### config.mk
export PLATFORM = sky130hd
export DESIGN_NAME = fa_cache
export DESIGN_NICKNAME = d
export VERILOG_FILES = /design/src/rtl/fa_cache_pkg.sv /design/src/rtl/fa_cache_match.sv /design/src/rtl/fa_cache.sv
export SDC_FILE = /design/constraint.sdc
export NUM_CORES = 1
export LEC_CHECK = 0
export CAP_MARGIN = 30
export CORE_MARGIN = 2
export CORE_UTILIZATION = 37
export CTS_CLUSTER_DIAMETER = 80
export CTS_CLUSTER_SIZE = 25
export DETAILED_ROUTE_END_ITERATION = 7
export HOLD_SLACK_MARGIN = 0.12
export PLACE_DENSITY = 0.51
export SLEW_MARGIN = 20
export SYNTH_ARGS = -nofsm -noshare
export SYNTH_HDL_FRONTEND = slang
export SYNTH_SLANG_ARGS = --single-unit
### constraint.sdc
create_clock -name clk -period 4.3 [get_ports clk]
set_input_delay 0.86 -clock clk [delete_from_list [all_inputs] [get_ports clk]]
set_output_delay 0.86 -clock clk [all_outputs]
set_load 0.05 [all_outputs]
### src/rtl/fa_cache_pkg.sv
// Shared types and constants for the fully-associative cache.
// Optional hit/miss statistics are enabled by defining FA_CACHE_STATS_EN.
package fa_cache_pkg;

    typedef enum logic {
        IDLE  = 1'b0,
        FLUSH = 1'b1
    } fa_state_e;

    localparam int unsigned STATS_WIDTH = 32;

endpackage

### src/rtl/fa_cache_match.sv
// Parallel tag compare across all lines plus one-hot to index encode.
// Relies on the cache never holding two valid lines with the same tag.
module fa_cache_match #(
    parameter int unsigned ADDR_WIDTH = 12,
    parameter int unsigned ENTRIES    = 16,
    parameter int unsigned IDX_W      = $clog2(ENTRIES)
) (
    input  logic [ENTRIES*ADDR_WIDTH-1:0] i_tags,
    input  logic [ENTRIES-1:0]            i_valid,
    input  logic [ADDR_WIDTH-1:0]         i_addr,
    output logic                          hit,
    output logic [IDX_W-1:0]              hit_idx
);

    logic [ENTRIES-1:0] w_match;

    always_comb begin
        w_match = '0;
        for (int i = 0; i < int'(ENTRIES); i++) begin
            w_match[i] = i_valid[i] && (i_tags[i*ADDR_WIDTH +: ADDR_WIDTH] == i_addr);
        end
    end

    // OR-reduce encode is exact because at most one bit of w_match is set.
    always_comb begin
        hit_idx = '0;
        for (int i = 0; i < int'(ENTRIES); i++) begin
            if (w_match[i]) begin
                hit_idx = hit_idx | IDX_W'(i);
            end
        end
    end

    assign hit = |w_match;

endmodule

### src/rtl/fa_cache.sv
// Fully-associative tag/data cache with FIFO replacement and sequential flush.
// Define FA_CACHE_STATS_EN to add 32-bit hit_count / miss_count outputs.
module fa_cache
    import fa_cache_pkg::*;
#(
    parameter int unsigned ADDR_WIDTH = 12,
    parameter int unsigned DATA_WIDTH = 16,
    parameter int unsigned ENTRIES    = 16
) (
    input  logic                      clk,
    input  logic                      rst,
    input  logic                      req_valid,
    output logic                      req_ready,
    input  logic                      req_write,
    input  logic [ADDR_WIDTH-1:0]     req_addr,
    input  logic [DATA_WIDTH-1:0]     req_wdata,
    input  logic                      flush,
    output logic                      rsp_valid,
    output logic                      rsp_hit,
    output logic [DATA_WIDTH-1:0]     rsp_rdata,
    output logic [$clog2(ENTRIES):0]  occupancy
`ifdef FA_CACHE_STATS_EN
    ,
    output logic [STATS_WIDTH-1:0]    hit_count,
    output logic [STATS_WIDTH-1:0]    miss_count
`endif
);

    localparam int unsigned IDX_W = $clog2(ENTRIES);
    localparam int unsigned OCC_W = IDX_W + 1;

    fa_state_e                            r_state;
    fa_state_e                            w_state_next;
    logic [ENTRIES-1:0]                   r_valid;
    logic [ENTRIES-1:0][ADDR_WIDTH-1:0]   r_tags;
    logic [ENTRIES-1:0][DATA_WIDTH-1:0]   r_data;
    logic [IDX_W-1:0]                     r_wr_ptr;
    logic [IDX_W-1:0]                     r_flush_idx;
    logic                                 r_rsp_valid;
    logic                                 r_rsp_hit;
    logic [DATA_WIDTH-1:0]                r_rsp_rdata;

    logic                                 w_accept;
    logic                                 w_hit;
    logic [IDX_W-1:0]                     w_hit_idx;
    logic [DATA_WIDTH-1:0]                w_hit_data;
    logic                                 w_flush_last;
    logic [OCC_W-1:0]                     w_occ;

    fa_cache_match #(
        .ADDR_WIDTH (ADDR_WIDTH),
        .ENTRIES    (ENTRIES),
        .IDX_W      (IDX_W)
    ) u_match (
        .i_tags  (r_tags),
        .i_valid (r_valid),
        .i_addr  (req_addr),
        .hit     (w_hit),
        .hit_idx (w_hit_idx)
    );

    assign req_ready    = (r_state == IDLE) && !flush;
    assign w_accept     = req_valid && req_ready;
    assign w_hit_data   = r_data[w_hit_idx];
    assign w_flush_last = (r_flush_idx == IDX_W'(ENTRIES - 1));

    always_comb begin
        w_state_next = r_state;
        case (r_state)
            IDLE:    if (flush) w_state_next = FLUSH;
            FLUSH:   if (w_flush_last) w_state_next = IDLE;
            default: w_state_next = IDLE;
        endcase
    end

    always_ff @(posedge clk) begin
        if (rst) begin
            r_state     <= IDLE;
            r_valid     <= '0;
            r_tags      <= '0;
            r_data      <= '0;
            r_wr_ptr    <= '0;
            r_flush_idx <= '0;
            r_rsp_valid <= 1'b0;
            r_rsp_hit   <= 1'b0;
            r_rsp_rdata <= '0;
        end else begin
            r_state     <= w_state_next;
            r_rsp_valid <= w_accept;
            r_rsp_hit   <= w_accept && w_hit;
            r_rsp_rdata <= (w_accept && !req_write && w_hit) ? w_hit_data : '0;

            if (w_accept && req_write) begin
                if (w_hit) begin
                    r_data[w_hit_idx] <= req_wdata;
                end else begin
                    // Miss fill: when full, r_wr_ptr points at the oldest line.
                    r_tags[r_wr_ptr]  <= req_addr;
                    r_data[r_wr_ptr]  <= req_wdata;
                    r_valid[r_wr_ptr] <= 1'b1;
                    r_wr_ptr          <= r_wr_ptr + IDX_W'(1);
                end
            end

            if (r_state == FLUSH) begin
                r_valid[r_flush_idx] <= 1'b0;
                r_flush_idx          <= r_flush_idx + IDX_W'(1);
                if (w_flush_last) begin
                    r_wr_ptr <= '0;
                end
            end
        end
    end

    always_comb begin
        w_occ = '0;
        for (int i = 0; i < int'(ENTRIES); i++) begin
            w_occ = w_occ + OCC_W'(r_valid[i]);
        end
    end

    assign occupancy = w_occ;
    assign rsp_valid = r_rsp_valid;
    assign rsp_hit   = r_rsp_hit;
    assign rsp_rdata = r_rsp_rdata;

`ifdef FA_CACHE_STATS_EN
    logic [STATS_WIDTH-1:0] r_hit_count;
    logic [STATS_WIDTH-1:0] r_miss_count;

    // Counted at accept so the totals move in step with the response strobe.
    always_ff @(posedge clk) begin
        if (rst) begin
            r_hit_count  <= '0;
            r_miss_count <= '0;
        end else if (w_accept) begin
            if (w_hit) begin
                r_hit_count <= r_hit_count + STATS_WIDTH'(1);
            end else begin
                r_miss_count <= r_miss_count + STATS_WIDTH'(1);
            end
        end
    end

    assign hit_count  = r_hit_count;
    assign miss_count = r_miss_count;
`endif

endmodule

==> summary.md <==
| Metric | Value |
|---|---|
| Outcome | complete, but fails checks |
| Violations in the final reports | negative setup slack |
| Hold_ws | 0.464 ns |
| Post-DP HPWL | 55800 um |
| Worst clock skew | 0.0250 ns |
| Via Count | 22100 |
| Vias in the first global route | 20700 |
| Worst-path fanout max | 2 |
| CTS H-tree lvls | 1 |
| Power Density | 299 nW/um^2 |
| Minimum clock period | 5.07 ns |
| Hold Fails Final Rpt | 0 |
| Avg Cell Area, Syn | 8.28 um^2 |
| First DRT Iteration DRCs | 2217 |
| Max transition margin | 0.272 |
| Cell Int Power | 6.11 mW |
| Max Root-Sink Buffers | 3 |
| Max stage delay on crit path | 0.53 ns |
| Slew @ Worst Pin | 1.09 ns |
| Placer Congestion | 0.843 |
| Wirelength per Cell | 22.1 um |
| Total CTS buffers | 29 |
| Final Max Tran Viols | 0 |
| GRT overflow | 0 |
| CP Buf/Inv Count | 6 |
| Num Clock Sinks | 491 |
| FF-to-FF setup slack | 0.72 ns |
| LEAKAGE | 8.94 nW |
| Final core occ | 0.420 |
| Final ANT Viol Nets | 0 |
| Psw | 2.15 mW |
| Fmax achieved | 197 MHz |
| Critical Path RT | 3.44 ns |
| FF/Latch Area | 9830 um^2 |
| RSZ-0062 raised after global routing | true |
| Synthesized Nets | 3021 |
| Comb power frac | 0.064 |
| Die area | 68400 um^2 |
| Later-pin clock latency in the skew report | 0.63 ns |
| PortBufs | 56 |
| Post-synthesis sequential area ratio | 0.401 |
| Vias per cell | 5.78 |
| Slowest-stage cell, CP | fa_1 |
| Ant diodes | 0 |
| EDFF count, synth | 0 |
| Worst-path cell chain | inv_2, fa_1, fa_1, inv_1, fa_1, inv_1, fa_1, inv_2, ha_4, fa_2, buf_6, xor2_4, buf_12 |
| DRT Pass-1 Iters | 5 |
| Initial antenna violation count | 0 |
| Setup ws final | -0.766 ns |
| Final setup fails | 5 |
| CTS root buf | clkbuf_16 |
| CP Class | reg2out |
| Mapped Cells | 2965 |
| Area of the multi-input gates | 13000 um^2 |
| Fraction of layout cells with a size suffix above 1 | 0.143 |
| Max VDD drop | 0.262 mV |
| Ys Warns | 0 |
| Synth Cell Area | 24500 um^2 |
| Die Width | 262 um |
| # fillers | 6496 |
| DRC | 0 |
| Synth cell types | 63 |
| Worst EP arrival | 4.21 ns |
| Flop and latch count out of synthesis | 491 |
| CP delay by family, top | adder cells |
| Prevailing post-synth register cell | dfxtp_1 |
| All-Layer GR Usage | 0.242 |
| Min-delay worst type | reg2reg |
| Setup crit end kind | output pin |
| First-pass GRT wire length | 129000 um |
| Cell mode on critical path | fa_1 |
| Post-synth ARST share | 0 |
| Die Height | 262 um |
| Net Sw Frac | 0.260 |
| Initial Utilization | 0.373 |
| Max-cap violations | 0 |
| CTS tree | built |
| Largest net degree at the start of global routing | 163 |
| Flop pwr share | 0.553 |
| Fin crit share | 1.18 |
| Final nets | 3002 |
| DRT Wirelength | 84600 um |
| Crit path launch type | register |
| Clock power frac | 0.384 |
| Core area | 65700 um^2 |
| Std-Cell Rows | 94 |
| # IOs | 57 |
| Area Overhead vs Synth | 12.6% |
| Reg clk slew, reported paths | 0.10 ns |
==> tightest hold or removal path, cell delays in order (launching register included) <==
cell and delay (ns):
dfxtp_1 0.33, nand3_2 0.05, a21oi_1 0.05
==> cell usage after synthesis (8+ instances only) <==
master     instances  area [um^2]
nor4_1            11         68.8
buf_6             35          394
nor4_2            10          125
nand4_1           35          219
nand3_2           22          220
a21oi_2           10         87.6
dfxtp_1          491         9830
clkbuf_1         114          428
ha_1              13          163
a311oi_1          12          105
o21ai_0          210         1050
buf_2            124          621
buf_1             22         82.6
a21boi_0          30          225
a21boi_1          34          255
or4_1             23          173
nor3_1            15         75.1
fa_1              10          200
a2111oi_0         64          561
xnor2_1          162         1420
mux2i_1           42          420
buf_4             28          210
o211ai_1          48          360
or3_1             23          144
nand2b_1          17          106
o21ai_1           62          310
inv_1             26         97.6
nor2_1            50          188
nand3_1          315         1580
nor4_4             8          170
a21oi_1          404         2020
mux2_2            32          360
xor2_1            35          307
nand2_1          369         1390
==> per-stage QoR <==
stage / cell area [um^2] / setup slack [ns] / setup TNS, ns / power (mW) / instances
5_1_grt: 27600 / -0.898 / -3.59 / 8.54 / 3829
6_report: 27600 / -0.766 / -2.93 / 8.26 / 3829
4_1_cts: 27600 / -0.919 / -3.70 / 8.35 / 3822
3_3_place_gp: 26400 / -0.279 / -1.56 / 5.18 / 3761
2_1_floorplan: 24600 / 0.0244 / 0 / 4.98 / 2965
3_5_place_dp: 26600 / -0.281 / -2.23 / 5.20 / 3771
==> sequential cells by signal, indices dropped and copies added (netlist names) <==
name	flops
r_data	256
r_tags	192
r_valid	16
rsp_rdata	16
r_flush_idx	4
r_wr_ptr	4
r_state	1
rsp_hit	1
rsp_valid	1
==> layout by cell type (no fill, tap or decap), types with 32 or more instances in the layout <==
cell type and instances:
a2111oi_0 64, mux2_2 32, a21boi_1 34, xor2_1 34
nand2_1 369, dfxtp_1 489, buf_4 177, mux2i_1 42
o211ai_1 48, o21ai_1 62, o21ai_0 210, buf_12 36
a21oi_1 403, nand4_1 35, nand3_1 314, clkdlybuf4s50_1 37
xnor2_1 161, nor2_1 50
==> kinds of logic after synthesis <==
family / synth area share
simple gates: 0.198
buf+inv: 0.0751
flops: 0.401
mux: 0.0318
xor+xnor: 0.0723
fa+ha+maj: 0.0148
compound gates: 0.208
==> area by class of cell <==
cell class	instances	area share
clock buffers	30	0.0264
clock inverters	20	0.00860
inverters	26	0.00353
multi-input cells	2123	0.470
flip-flops and latches	491	0.356
well taps	864	0.0391
repair buffers	275	0.0960
==> repair_timing <==
item,4_1_cts,5_1_grt
hold buffers,0,0
gates resized for setup,8,1
endpoints found under the setup margin,5,5
buffers inserted,1,1
pin swaps,6,1
==> per-layer routing <==
metal	global-route usage	vias up	share of wire
met5	0	-	0
met4	0.0810	0	0.036
met3	0.0266	146	0.060
met2	0.399	791	0.47
met1	0.329	10800	0.43
li1	-	10400	-
==> power groups by stage <==
stage	clock network [mW]	logic, mW	registers [mW]
2_1_floorplan	0	0.314	4.67
3_3_place_gp	0	0.510	4.67
3_5_place_dp	0	0.521	4.68
4_1_cts	3.26	0.523	4.57
5_1_grt	3.42	0.552	4.57
6_report	3.17	0.525	4.57
==> final timing paths <==
kind | from | end | cells after the start
worst min register to register | r_data[102] | r_data[102] | 2
worst max-delay path | r_valid[15] | occupancy[2] | 13
worst max register to register | r_tags[185] | rsp_rdata[0] | 11
worst min-delay path | r_data[102] | r_data[102] | 2
No activity file was read; power rests on OpenSTA's default activity.
